===== config.mk =====
export PLATFORM = sky130hd
export DESIGN_NAME = hls_deadlock_threshold_monitor_flat
export DESIGN_NICKNAME = d
export VERILOG_FILES = /design/src/rtl/hls_deadlock_threshold_monitor_if.sv /design/src/rtl/hls_deadlock_threshold_monitor.sv /design/src/flat_wrapper.sv
export SDC_FILE = /design/constraint.sdc
export NUM_CORES = 1
export LEC_CHECK = 0
export CAP_MARGIN = 40
export CORE_MARGIN = 5
export CORE_UTILIZATION = 35
export DETAILED_ROUTE_END_ITERATION = 16
export GPL_TIMING_DRIVEN = 0
export PLACE_DENSITY_LB_ADDON = 0.2
export SLEW_MARGIN = 0
export SYNTH_ARGS = -nofsm -noshare
export SYNTH_HDL_FRONTEND = slang
export SYNTH_SLANG_ARGS = --single-unit

===== constraint.sdc =====
create_clock -name clock -period 3.65 [get_ports clock]
set_input_delay 0.73 -clock clock [delete_from_list [all_inputs] [get_ports clock]]
set_output_delay 0.73 -clock clock [all_outputs]
set_load 0.03 [all_outputs]

===== src/rtl/hls_deadlock_threshold_monitor_if.sv =====
`default_nettype none
// ============================================================================
// Module   : hls_deadlock_threshold_monitor_if
// Purpose  : Bundles the blocking/idle observation inputs, the software clear
//            and the monitor status outputs of one dataflow-process monitor.
// Ports    : master - drives axis_block_sigs, inst_idle_sigs,
//                     inst_block_sigs and clear; reads the status outputs
//            slave  - the monitor side, the reverse of master
// Revision : 1.0 - initial release
// ============================================================================
interface hls_deadlock_threshold_monitor_if #(
  parameter int N_AXIS  = 7,
  parameter int N_INST  = 9,
  parameter int N_BLOCK = 5,
  parameter int CNT_W   = 16
);
  logic [N_AXIS-1:0]         axis_block_sigs;
  logic [N_INST-1:0]         inst_idle_sigs;
  logic [N_BLOCK-1:0]        inst_block_sigs;
  logic                      clear;
  logic                      block;
  logic                      deadlock;
  logic [N_BLOCK+N_AXIS-1:0] cause;
  logic [CNT_W-1:0]          stall_cycles;

  modport master (
    output axis_block_sigs, inst_idle_sigs, inst_block_sigs, clear,
    input  block, deadlock, cause, stall_cycles
  );

  modport slave (
    input  axis_block_sigs, inst_idle_sigs, inst_block_sigs, clear,
    output block, deadlock, cause, stall_cycles
  );
endinterface
`default_nettype wire


===== src/rtl/hls_deadlock_threshold_monitor.sv =====
`default_nettype none
// ============================================================================
// Module   : hls_deadlock_threshold_monitor
// Purpose  : Per-process deadlock monitor for an HLS dataflow region. Flags a
//            process as deadlocked once it has been blocked (and not fully
//            idle) for THRESH consecutive cycles, snapshots the blocking
//            cause, and counts stall cycles with saturation.
// Ports    : clock  - clock
//            reset  - synchronous, active-high reset
//            mon    - slave modport: blocking/idle inputs, clear, and the
//                     registered block/deadlock/cause/stall_cycles outputs
// Revision : 1.0 - initial release
// ============================================================================
module hls_deadlock_threshold_monitor #(
  parameter int                 N_AXIS    = 7,
  parameter int                 N_INST    = 9,
  parameter int                 N_BLOCK   = 5,
  parameter logic [N_AXIS-1:0]  AXIS_MASK = 7'b0000011,
  parameter logic [N_BLOCK-1:0] INST_MASK = '0,
  parameter int                 THRESH    = 16,
  parameter int                 CNT_W     = 16
) (
  input wire logic                       clock,
  input wire logic                       reset,
  hls_deadlock_threshold_monitor_if.slave mon
);

  localparam logic [CNT_W-1:0] THRESH_C = CNT_W'(THRESH);
  localparam logic [CNT_W-1:0] CNT_MAX  = '1;

  typedef enum logic [1:0] {
    ST_IDLE     = 2'd0,
    ST_SUSPECT  = 2'd1,
    ST_DEADLOCK = 2'd2
  } state_t;

  state_t                    state_q, state_d;
  logic                      block_q, block_d;
  logic                      deadlock_q, deadlock_d;
  logic [N_BLOCK+N_AXIS-1:0] cause_q, cause_d;
  logic [CNT_W-1:0]          cnt_q, cnt_d;

  logic [N_BLOCK+N_AXIS-1:0] masked;
  logic                      raw;
  logic                      qual;
  logic [CNT_W-1:0]          cnt_inc;

  assign masked  = {mon.inst_block_sigs & INST_MASK, mon.axis_block_sigs & AXIS_MASK};
  assign raw     = |masked;
  // A process whose children are all idle is finished, not stuck.
  assign qual    = raw & ~(&mon.inst_idle_sigs);
  assign cnt_inc = cnt_q + 1'b1;

  always_comb begin
    state_d    = state_q;
    cnt_d      = cnt_q;
    deadlock_d = deadlock_q;
    cause_d    = cause_q;
    block_d    = qual;

    if (mon.clear) begin
      // Clear wins over any transition; qual this cycle is discarded.
      state_d    = ST_IDLE;
      cnt_d      = '0;
      deadlock_d = 1'b0;
      cause_d    = '0;
    end else begin
      case (state_q)
        ST_IDLE: begin
          if (qual) begin
            cnt_d = CNT_W'(1);
            if (THRESH == 1) begin
              state_d    = ST_DEADLOCK;
              deadlock_d = 1'b1;
              cause_d    = masked;
            end else begin
              state_d = ST_SUSPECT;
            end
          end else begin
            cnt_d = '0;
          end
        end
        ST_SUSPECT: begin
          if (qual) begin
            cnt_d = cnt_inc;
            if (cnt_inc == THRESH_C) begin
              state_d    = ST_DEADLOCK;
              deadlock_d = 1'b1;
              cause_d    = masked;
            end
          end else begin
            state_d = ST_IDLE;
            cnt_d   = '0;
          end
        end
        ST_DEADLOCK: begin
          // Sticky: only clear/reset leave this state.
          if (qual && (cnt_q != CNT_MAX)) begin
            cnt_d = cnt_inc;
          end
        end
        default: begin
          state_d    = ST_IDLE;
          cnt_d      = '0;
          deadlock_d = 1'b0;
          cause_d    = '0;
        end
      endcase
    end
  end

  always_ff @(posedge clock) begin
    if (reset) begin
      state_q    <= ST_IDLE;
      cnt_q      <= '0;
      deadlock_q <= 1'b0;
      cause_q    <= '0;
      block_q    <= 1'b0;
    end else begin
      state_q    <= state_d;
      cnt_q      <= cnt_d;
      deadlock_q <= deadlock_d;
      cause_q    <= cause_d;
      block_q    <= block_d;
    end
  end

  assign mon.block        = block_q;
  assign mon.deadlock     = deadlock_q;
  assign mon.cause        = cause_q;
  assign mon.stall_cycles = cnt_q;

endmodule
`default_nettype wire


===== src/flat_wrapper.sv =====
// flat-port wrapper written by rule: the top's interface ports become plain ports
module hls_deadlock_threshold_monitor_flat 
#(
  parameter int                 N_AXIS    = 7,
  parameter int                 N_INST    = 9,
  parameter int                 N_BLOCK   = 5,
  parameter logic [N_AXIS-1:0]  AXIS_MASK = 7'b0000011,
  parameter logic [N_BLOCK-1:0] INST_MASK = '0,
  parameter int                 THRESH    = 16,
  parameter int                 CNT_W     = 16
)
  (clock, reset, mon_axis_block_sigs, mon_inst_idle_sigs, mon_inst_block_sigs, mon_clear, mon_block, mon_deadlock, mon_cause, mon_stall_cycles);
  hls_deadlock_threshold_monitor_if #(.N_AXIS(N_AXIS), .N_INST(N_INST), .N_BLOCK(N_BLOCK), .CNT_W(CNT_W)) mon_i ();
  input wire logic clock;
  input wire logic reset;
  input wire logic [$bits(mon_i.axis_block_sigs)-1:0] mon_axis_block_sigs;
  input wire logic [$bits(mon_i.inst_idle_sigs)-1:0] mon_inst_idle_sigs;
  input wire logic [$bits(mon_i.inst_block_sigs)-1:0] mon_inst_block_sigs;
  input wire logic [$bits(mon_i.clear)-1:0] mon_clear;
  output wire logic [$bits(mon_i.block)-1:0] mon_block;
  output wire logic [$bits(mon_i.deadlock)-1:0] mon_deadlock;
  output wire logic [$bits(mon_i.cause)-1:0] mon_cause;
  output wire logic [$bits(mon_i.stall_cycles)-1:0] mon_stall_cycles;
  assign mon_i.axis_block_sigs = mon_axis_block_sigs;
  assign mon_i.inst_idle_sigs = mon_inst_idle_sigs;
  assign mon_i.inst_block_sigs = mon_inst_block_sigs;
  assign mon_i.clear = mon_clear;
  assign mon_block = mon_i.block;
  assign mon_deadlock = mon_i.deadlock;
  assign mon_cause = mon_i.cause;
  assign mon_stall_cycles = mon_i.stall_cycles;
  hls_deadlock_threshold_monitor #(.N_AXIS(N_AXIS), .N_INST(N_INST), .N_BLOCK(N_BLOCK), .AXIS_MASK(AXIS_MASK), .INST_MASK(INST_MASK), .THRESH(THRESH), .CNT_W(CNT_W)) u_core (.clock(clock), .reset(reset), .mon(mon_i));
endmodule

======== Word level (Yosys, flattened, before mapping) ========
Index checks and enable logic that the tools add are counted.
word-level totals
  bits in registers ....................... 32
  bits in latches ......................... 0
  memory bits (writable) .................. 0
  ROM bits ................................ 0
  input port bits ......................... 24
  output and inout port bits .............. 30
  word-level logic and storage cells ...... 41
  memories ................................ 0
operators by class
  add/sub/neg operators ................... 1
  multiply operators ...................... 0
  div/mod/pow operators ................... 0
  magnitude comparators ................... 0
  equality and inequality tests ........... 9
  shift operators ......................... 0
  mux-type cells .......................... 14
  bitwise gates (word level) .............. 4
  reductions and logical operators ........ 8
operators by type and width
  kind                                                                     count
  16-bit one-hot mux with 3 select lines                                   1
  16-bit 2-to-1 mux                                                        2
  12-bit 2-to-1 mux                                                        2
  12-bit one-hot mux with 2 select lines                                   1
  16-bit by 1-bit adder with 16-bit output, second input constant          1
  16-bit by 5-bit == test with 1-bit output, second input constant         1
  16-bit inequality test, second input constant                            1
  9-bit AND reduction                                                      1
  2-bit by 1-bit inequality test with 1-bit output, second input constant  4
  2-bit 2-to-1 mux                                                         3
  2-bit one-hot mux with 3 select lines                                    1
  3-bit AND reduction                                                      2
  2-bit OR reduction                                                       3
  1-bit 2-to-1 mux                                                         3
  3-bit inequality test, second input constant                             1
  1-bit NOT                                                                3
  2-bit by 1-bit == test with 1-bit output, second input constant          1
  2-bit == test, second input constant                                     1
  2-bit zero test                                                          1
  1-bit one-hot mux with 2 select lines                                    1
  1-bit AND                                                                1
  1-bit logical AND                                                        1

======== Longest topological paths before layout ========
Gate-level depths: netlist of run 1.
  depth in word-level cells ............... 6
  mapped depth ............................ 7
  depth with buffers taken out ............ 7

======== Worst setup path before layout of run 1 ========
Ideal clock, no wire load.
  path kind ............................... reg-to-reg
  from .................................... register u_core.cnt_q[0], in the netlist u_core.mon.stall_cycles[0]
  to ...................................... register u_core.cause_q[0], in the netlist u_core.mon.cause[0]
  library setup time ...................... 75 ps
  arrival time ............................ 2,382 ps
  data required time ...................... 3,575 ps
  path slack .............................. 1,193 ps
  stages on the path, launching flop included .. 8
  path buffers ............................ 0
  clock period less this slack ............ 2,457 ps
  cell sequence ........................... dfxtp_1 -> ha_1 -> nand4_1 -> nor3_2 -> mux2i_1 -> nand2b_1 -> or4_4 -> o22ai_1
between the ends
  longest elaborated chain between the ends .. 4
RTL lines
  what                                                        RTL line                               RTL
  start, declared                                             hls_deadlock_threshold_monitor.sv:41   logic [CNT_W-1:0] cnt_q, cnt_d;
  start signal, assigned                                      hls_deadlock_threshold_monitor.sv:121  cnt_q <= cnt_d;
  16-bit by 1-bit adder with 16-bit output                    hls_deadlock_threshold_monitor.sv:52   assign cnt_inc = cnt_q + 1'b1;
  16-bit by 5-bit == test with 1-bit output                   hls_deadlock_threshold_monitor.sv:86   if (cnt_inc == THRESH_C) begin
  2-bit by 1-bit inequality test with 1-bit output (no line)  -
  3-bit AND reduction (no line)                               -
  end signal, assigned                                        hls_deadlock_threshold_monitor.sv:123  cause_q <= cause_d;
  end, declared                                               hls_deadlock_threshold_monitor.sv:40   logic [N_BLOCK+N_AXIS-1:0] cause_q, cause_d;
No other way between the ends.
A chain may end at the register's enable or synchronous reset.

======== Worst setup path in the final report of run 1 ========
  from .................................... input port mon_inst_idle_sigs[6]
  to ...................................... register u_core.cnt_q[7], in the netlist u_core.mon.stall_cycles[7]
between the ends
  longest elaborated chain between the ends .. 5
  elaborated cells on any way between the ends .. 7
  those cells by class .................... eq/ne: 1; mux: 2; bitwise: 2; reduce/logical: 2
RTL lines
  what                                                                                                               RTL line                                                                    RTL
  start, declared                                                                                                    flat_wrapper.sv:17                                                          input wire logic [$bits(mon_i.inst_idle_sigs)-1:0] mon_inst_idle_sigs;
  9-bit AND reduction *                                                                                              hls_deadlock_threshold_monitor.sv:51                                        assign qual = raw & ~(&mon.inst_idle_sigs);
  1-bit NOT *                                                                                                        hls_deadlock_threshold_monitor.sv:51
  1-bit AND *                                                                                                        hls_deadlock_threshold_monitor.sv:51
  16-bit 2-to-1 mux / 1-bit logical AND (equally long branches)                                                      hls_deadlock_threshold_monitor.sv:84, hls_deadlock_threshold_monitor.sv:98
  16-bit one-hot mux with 3 select lines / 2-bit by 1-bit inequality test with 1-bit output (equally long branches)  -
Every way passes the cells marked *; elsewhere a longest branch is shown, timed or not.

==> flow_summary.toml, run 1 <==
[drt]
avgViaCountPerCell = 5.23
wl_um = 3930
num_vias = 1543
dr.pass1.iters = 4
drtIter0Drc = 114
antenna_left = 0
post_drt_wl_per_cell_um = 13.3
drcViolationCount = 0

[clock_network]
numClockSinks = 22
cts_setup_buffers = 0
cts_resized = 0
insertion_delay_ns = 0.26
path_clk_slew_ns = 0.09
numCtsBuffers = 3
ctsHoldBuffers = 0
clk_path_buf_depth = 2
htree_levels = 1
cts_tree = "done"
root_buffer = "clkbuf_8"

[grt]
grt_pass1_wl_um = 6870
grt_start_max_net_pins = 13
grt_overflow = 0
grt_pass1_vias = 1454
grt_usage_pct = 13.8
antenna_found_initial = 0

[synth]
synthArstFlopShare_pct = 0
yosys_most_used_dff = "dfxtp_1"
synth_seq_cells = 22
synth.most_common_cell = "dfxtp_1"
avgSynthCellArea_um2 = 7.82
synth_common_cells = "dfxtp_1, a21oi_1, nor2_1"
synth_edf_count = 0
yosys_warnings = 0
netlist_area_mm2 = 0.00154
synth_top_area_share_pct = 28.6
syn_inst = 197
ys_seq_area_share_pct = 28.6
synth_top_cell_by_area = "dfxtp_1"
synth_area_leaders = "dfxtp_1, a21oi_1, buf_4"
synth_cell_types = 52

[floorplan]
initial_core_util_pct = 35.6
core-area_mm2 = 0.00432
io_pins = 54
dieHeight_um = 76.4
dieWidth_um = 76.4
die_area_mm2 = 0.00583
rows = 24

[setup_path]
cp_max_fo = 10
critical_path.endpoint_type = "flop"
cp-start-kind = "input pin"
required_ns = 3.79
cp.arrival_ns = 3.13
critPathKind = "in -> reg"

[power]
power_uw = 492
power-per-cell-area_mw_per_mm2 = 243
p_leak_uw = 0.000726
ir_drop_v = 0.000107
comb_power_share_pct = 13.6
power_frac_seq_pct = 49.8
p_switching_uw = 124
p_clk_share_pct = 36.6
p_sw_share_pct = 25.2
p_int_uw = 368

[placed_design]
dp_hpwl_um = 2870
place_area_mm2 = 0.00197
globalplace.congestion = 0.820
portBuffers = 33
pre_cts_ws_ns = 0.346

[layout]
fill_cells = 454
multi_input_area_um2 = 990
utilization_pct = 46.8
nets = 270
num_antenna_cells = 0
postLayoutCellArea_mm2 = 0.00203
regArea_um2 = 440
drive_above_1_share_pct = 13.2
area_delta_synth_final_pct = 31.4

[timing]
final_hold_viol_count = 0
fin_skew_ns = 0.00383
worstMarginPinSlew_ns = 0.882
setup_slack_ns = 0.657
slew_headroom_pct = 40.7
fmax_mhz = 334
finalCritPeriodShare_pct = 82.0
setup_violations = 0
tns_ns = 0
maxSlewViolCount = 0
period_minus_slack_ns = 2.99
rsz0062_at_grt = "false"

[status]
status = "finished clean"

[run]
cap_violations = 0

[hold_path]
hold_path.class = "reg -> reg"
[cell usage in the layout, fill, tap and decap left out, drive strengths merged, types with 5 or more instances in the layout]
cell,netlist,routed
nand4,6,6
or3,5,5
conb,1,10
a21oi,17,17
nor2,15,15
inv,6,6
dfxtp,22,22
nand2,12,12
nor3,6,6
clkdlybuf4s50,0,33
buf,16,16
nand3b,5,5
clkbuf,5,9
nand3,9,9
o21ai,18,18
[path summary, 6_finish.rpt]
kind | from | cells past startpoint | slack (ns) | endpoint
worst max register to register | u_core.mon.stall_cycles[0] | 7 | 0.94 | u_core.mon.stall_cycles[4]
worst min register to register | u_core.mon.deadlock | 2 | 0.48 | u_core.mon.deadlock
worst min-delay path | u_core.mon.deadlock | 2 | 0.48 | u_core.mon.deadlock
worst max-delay path | mon_inst_idle_sigs[6] | 8 | 0.66 | u_core.mon.stall_cycles[7]
[power groups by stage]
stage / sequential [uW] / clock [uW] / combinational (uW)
4_1_cts: 245 / 187 / 66.9
2_1_floorplan: 253 / 0 / 40.3
6_report: 245 / 180 / 66.9
3_5_place_dp: 251 / 0 / 66.8
3_3_place_gp: 251 / 0 / 66.5
5_1_grt: 246 / 196 / 72.8
[critical path: stages]
cell	delay (ns)
clkdlybuf4s50_1	0.46
nand4_1	0.12
o311a_1	0.39
a21oi_1	0.57
clkbuf_1	0.46
o21ai_0	0.17
a22oi_1	0.18
nor2_1	0.06
[logic make-up after synthesis]
| family | share of synthesized area (%) |
|---|---|
| simple gates | 34.7 |
| compound gates | 22.4 |
| xor+xnor | 1.70 |
| flops | 28.6 |
| fa+ha+maj | 1.62 |
| other cells | 0.243 |
| mux | 1.30 |
| buf+inv | 9.41 |
[metrics by stage]
stage | std cells | hold WS, ns
after floorplan | 206 | 0.490
after detailed placement | 291 | 0.461
final | 295 | 0.477
after CTS | 295 | 0.475
after global routing | 295 | 0.505
after global placement | 291 | 0.453
[sequential cells by signal (all words and copies together) (netlist names)]
register,cells
u_core.mon.stall_cycles,16
u_core.mon.cause,2
u_core.state_q,2
u_core.mon.block,1
u_core.mon.deadlock,1
[area by class of cell]
cell class,count,area share [%]
multi-input cells,157,48.9
flip-flops and latches,22,21.7
repair buffers,33,16.3
plain buffers,21,6.05
well taps,52,3.21
clock buffers,4,2.72
inverters,6,1.11
[routing by layer]
layer | wire, um | GRT usage [%]
met5 | 0 | 0
met4 | 36 | 3.15
met3 | 221 | 2.36
met2 | 1870 | 22.4
met1 | 1800 | 19.1
Note: power is estimated with default switching activity, not from simulation.
==> inputs of run 2 (changes only) <==
==> constraint.sdc (replaced) <==
create_clock -name clock -period 2.8 [get_ports clock]
set_input_delay 0.56 -clock clock [delete_from_list [all_inputs] [get_ports clock]]
set_output_delay 0.56 -clock clock [all_outputs]
set_load 0.03 [all_outputs]
==> run 2 against run 1 <==
Register-to-register slack got worse by 0.69 ns. Largest cell class unchanged. Highest routed layer unchanged. Count of clock-buffer cells in the layout is the same. Largest power group unchanged. Sequential power rose by 31%.
==> flow_summary.toml, run 2 (same netlist as run 1, synthesis figures left out) <==
[grt]
grt_pass1_vias = 1453
grt_usage_pct = 13.9
grt_start_max_net_pins = 13
grt_overflow = 0
antenna_found_initial = 0
grt_pass1_wl_um = 6890

[timing]
fin_skew_ns = 0.00505
finalCritPeriodShare_pct = 91.2
maxSlewViolCount = 0
hold_slack_ns = 0.477
rsz0062_at_grt = "false"
setup_slack_ns = 0.246
setup_violations = 0
period_minus_slack_ns = 2.55
final_hold_viol_count = 0
worstMarginPinSlew_ns = 0.605
fmax_mhz = 392
slew_headroom_pct = 59.4

[layout]
postLayoutCellArea_mm2 = 0.00205
utilization_pct = 47.5
area_delta_synth_final_pct = 33.1
drive_above_1_share_pct = 14.8
final_common_cell = "clkdlybuf4s50_1"
nets = 271
largest_reg_flops = 16
mostFrequentLayoutCells = "clkdlybuf4s50_1, dfxtp_1, a21oi_1, nor2_1, nand2_1"
num_antenna_cells = 0

[placed_design]
globalplace.congestion = 0.820
place_area_mm2 = 0.00197
pre_cts_ws_ns = -0.334
portBuffers = 33
dp_hpwl_um = 2870

[setup_path]
cp_num_buf_inv = 1
rr_endpoint = "u_core.mon.cause[1]"
critical_path.endpoint_type = "flop"
startpoint = "u_core.mon.stall_cycles[0]"
ff2ff_path_depth = 7
cpPeakStageDelay_ns = 0.58
critPathKind = "reg -> reg"
crit_slowest_cell = "or4_4"
cp.arrival_ns = 2.75
cp_max_fo = 8
reg2reg_setup_slack_ns = 0.25
setup.worst_path.end = "u_core.mon.cause[1]"
crit_family = "simple AND/OR/NAND/NOR gates"
r2r_start = "u_core.mon.stall_cycles[0]"
cp-start-kind = "flop"
crit_chain = "ha_1 -> nand4_1 -> buf_4 -> o31ai_1 -> a31oi_1 -> or4_4 -> o22ai_1"
path_depth = 7
required_ns = 2.99

[floorplan]
die_area_mm2 = 0.00583
io_pins = 54
core-area_mm2 = 0.00432
dieHeight_um = 76.4
rows = 24
dieWidth_um = 76.4
initial_core_util_pct = 35.6

[power]
ir_drop_v = 0.000140
p_int_uw = 480
p_sw_share_pct = 25.3
p_switching_uw = 163
power_frac_seq_pct = 49.7
comb_power_share_pct = 13.8
p_clk_share_pct = 36.5
p_leak_uw = 0.000752
power-per-cell-area_mw_per_mm2 = 313

[clock_network]
insertion_delay_ns = 0.26
cts_tree = "done"
numCtsBuffers = 3
root_buffer = "clkbuf_8"
htree_levels = 1
clk_path_buf_depth = 2
path_clk_slew_ns = 0.08
ctsHoldBuffers = 0
numClockSinks = 22

[hold_path]
hold_path.class = "reg -> reg"

[drt]
drcViolationCount = 0
wl_um = 3970
num_vias = 1553
antenna_left = 0
dr.pass1.iters = 4
post_drt_wl_per_cell_um = 13.4
drtIter0Drc = 115
avgViaCountPerCell = 5.25

[status]
status = "finished clean"

[run]
cap_violations = 0
[run 2: stage by stage]
| step | instances | setup TNS [ns] | total power, uW |
|---|---|---|---|
| 2_1_floorplan | 206 | 0 | 382 |
| 3_3_place_gp | 291 | -3.07 | 414 |
| 3_5_place_dp | 291 | -2.88 | 414 |
| 4_1_cts | 295 | 0 | 651 |
| 5_1_grt | 296 | 0 | 673 |
| 6_report | 296 | 0 | 643 |
[run 2: worst min path at each step]
stage	end	slack (ns)	from	cells past startpoint
floorplan	u_core.state_q[1]	0.49	u_core.state_q[1]	2
global placement	u_core.mon.deadlock	0.45	u_core.mon.deadlock	2
detailed placement	u_core.mon.deadlock	0.46	u_core.mon.deadlock	2
CTS	u_core.mon.deadlock	0.47	u_core.mon.deadlock	2
global route	u_core.mon.cause[1]	0.51	u_core.mon.cause[1]	2
finish	u_core.mon.cause[0]	0.48	u_core.mon.cause[0]	2
[run 2: area by class of cell]
type / count / area, um^2
inverter: 6 / 22.5
multi-input combinational: 157 / 1010
fill: 452 / 2270
clock buffer: 4 / 55.1
timing repair buffer: 34 / 338
buffer: 21 / 124
sequential: 22 / 440
tap: 52 / 65.1
[run 2: what timing repair did]
action	CTS	global route
endpoints found under the setup margin	1	17
setup buffers	0	1
gates cloned	0	0
resized for setup	1	4
[run 2: power by group through the flow]
stage                     clock, uW  combinational (uW)  sequential [uW]
after floorplan                   0                52.5              330
after global placement            0                86.6              327
after detailed placement          0                87.1              327
after CTS                       244                87.5              320
after global routing            256                96.1              320
final                           235                88.6              320
[run 2: routing by layer]
metal / vias to the layer above / global-route usage (%) / routed length, um
met5: - / 0 / 0
met3: 2 / 2.36 / 169
met4: 0 / 3.15 / 36
met2: 35 / 22.5 / 1890
met1: 720 / 19.2 / 1870
li1: 796 / - / -
[run 2: worst min-delay path, delay by kind of cell, from the launching register on]
| kind | cells | cell delay (ns) |
|---|---|---|
| AO/OA/AOI/OAI | 1 | 0.07 |
| buffers and inverters | 1 | 0.05 |
| flip-flops | 1 | 0.32 |
==> inputs of run 3 (changes only) <==
--- a/config.mk
+++ b/config.mk
@@ -9,9 +9,10 @@
 export CORE_MARGIN = 5
 export CORE_UTILIZATION = 35
 export DETAILED_ROUTE_END_ITERATION = 16
+export DONT_BUFFER_PORTS = 1
 export GPL_TIMING_DRIVEN = 0
 export PLACE_DENSITY_LB_ADDON = 0.2
-export SLEW_MARGIN = 0
+export SLEW_MARGIN = 20
 export SYNTH_ARGS = -nofsm -noshare
 export SYNTH_HDL_FRONTEND = slang
 export SYNTH_SLANG_ARGS = --single-unit
==> run 3 against run 2 <==
Non-clock buffer count fell by 31. Core utilization fell by 7.6 points. Die area did not move. Critical path type unchanged.
==> flow_summary.toml, run 3 (same netlist as run 1, synthesis figures left out) <==
[power]
power_frac_seq_pct = 55.8
p_clk_share_pct = 33.7
ir_drop_v = 0.000129
p_int_uw = 432
power_uw = 580
comb_power_share_pct = 10.5
power-per-cell-area_mw_per_mm2 = 337
p_switching_uw = 148
p_sw_share_pct = 25.6
p_leak_uw = 0.000647

[layout]
instances_no_fill = 264
num_antenna_cells = 0
final_common_cell = "dfxtp_1"
regArea_um2 = 444
drive_above_1_share_pct = 17.5
area_delta_synth_final_pct = 11.8
largest_reg_flops = 16
fill_cells = 475
multi_input_area_mm2 = 0.00100
mostFrequentLayoutCells = "dfxtp_1, a21oi_1, nor2_1, buf_4, nand2_1"
nets = 240

[placed_design]
placed_cells = 258
dp_hpwl_um = 2860
globalplace.congestion = 0.829
pre_cts_ws_ns = -0.171
portBuffers = 0

[timing]
hold_slack_ns = 0.367
finalCritPeriodShare_pct = 91.1
maxSlewViolCount = 0
fin_skew_ns = 0.00748
period_minus_slack_ns = 2.55
slew_headroom_pct = 47.7
setup_slack_ns = 0.249
worstMarginPinSlew_ns = 0.778
rsz0062_at_grt = "false"
setup_violations = 0
final_hold_viol_count = 0
fmax_mhz = 392

[floorplan]
rows = 24
core-area_mm2 = 0.00432
dieHeight_um = 76.4
io_pins = 54
die_area_mm2 = 0.00583
dieWidth_um = 76.4
initial_core_util_pct = 35.6

[grt]
grt_start_max_net_pins = 12
grt_usage_pct = 13.9
grt_use_met1_pct = 18.6
grt_use_met2_pct = 21.4
grt_pass1_wl_um = 6800
antenna_found_initial = 0
busiest_layer = "met2"
grt_overflow = 0
use_met3_pct = 3.43
grt_pass1_vias = 1412

[status]
status = "finished clean"

[clock_network]
root_buffer = "clkbuf_8"
clk_path_buf_depth = 2
numCtsBuffers = 3
ctsHoldBuffers = 0
path_clk_slew_ns = 0.07
insertion_delay_ns = 0.26
numClockSinks = 22
htree_levels = 1
cts_tree = "done"

[drt]
drtIter0Drc = 64
wl_um = 3820
avgViaCountPerCell = 5.42
drcViolationCount = 0
dr.pass1.iters = 4
num_vias = 1432
antenna_left = 0
post_drt_wl_per_cell_um = 14.5

[run]
cap_violations = 0

[setup_path]
critical_path.endpoint_type = "flop"
cp.arrival_ns = 2.69
critPathKind = "reg -> reg"
cp-start-kind = "flop"
required_ns = 2.94
cp_max_fo = 8

[hold_path]
hold_path.class = "in -> reg"
run 3: final timing paths:
| check | end | start | cells past startpoint | slack, ns |
|---|---|---|---|---|
| worst max-delay path | u_core.mon.cause[0] | u_core.mon.stall_cycles[0] | 8 | 0.25 |
| worst min-delay path | u_core.mon.block | reset | 1 | 0.37 |
| worst max register to register | u_core.mon.cause[0] | u_core.mon.stall_cycles[0] | 8 | 0.25 |
| worst min register to register | u_core.state_q[1] | u_core.state_q[1] | 2 | 0.54 |
run 3: timing repair:
action | CTS | global route
endpoints found under the hold margin | 0 | 0
buffers inserted | 0 | 3
endpoints found under the setup margin | 18 | 18
pin swaps | 0 | 1
gates resized for setup | 2 | 3
run 3: power by group through the flow:
stage	logic, uW	registers (uW)	clock network (uW)
floorplan	52.5	330	0
global placement	60.7	331	0
detailed placement	60.9	331	0
CTS	60.9	324	210
global route	68.4	325	223
finish	61.0	324	195
run 3: area by class of cell:
cell class                      instances  area share [%]
Multi-Input combinational cell        157            58.3
Timing Repair Buffer                    3            1.31
Clock buffer                            3            2.40
Tap cell                               52            3.78
Inverter                                6            1.31
Sequential cell                        22            25.8
Buffer                                 21            7.12
run 3: metal layers:
| metal | up-vias | routed length (um) |
|---|---|---|
| li1 | 738 | - |
| met1 | 660 | 1750 |
| met2 | 30 | 1780 |
| met3 | 4 | 230 |
| met4 | 0 | 53 |
| met5 | - | 0 |
run 3: metrics by stage:
step | utilization (%) | cell area (um^2) | TNS [ns]
3_5_place_dp | 37.9 | 1640 | -1.48
3_3_place_gp | 37.9 | 1640 | -1.04
4_1_cts | 38.9 | 1680 | 0
5_1_grt | 39.8 | 1720 | 0
2_1_floorplan | - | 1580 | 0
6_report | 39.8 | 1720 | 0
run 3: worst max-delay path: stages, from the launching register on:
cell       delay (ns)
dfxtp_2          0.52
ha_1             0.32
nand4_1          0.12
buf_4            0.21
nor3_4           0.27
mux2i_1          0.29
o2111ai_1        0.20
o41ai_2          0.37
o22ai_1          0.12
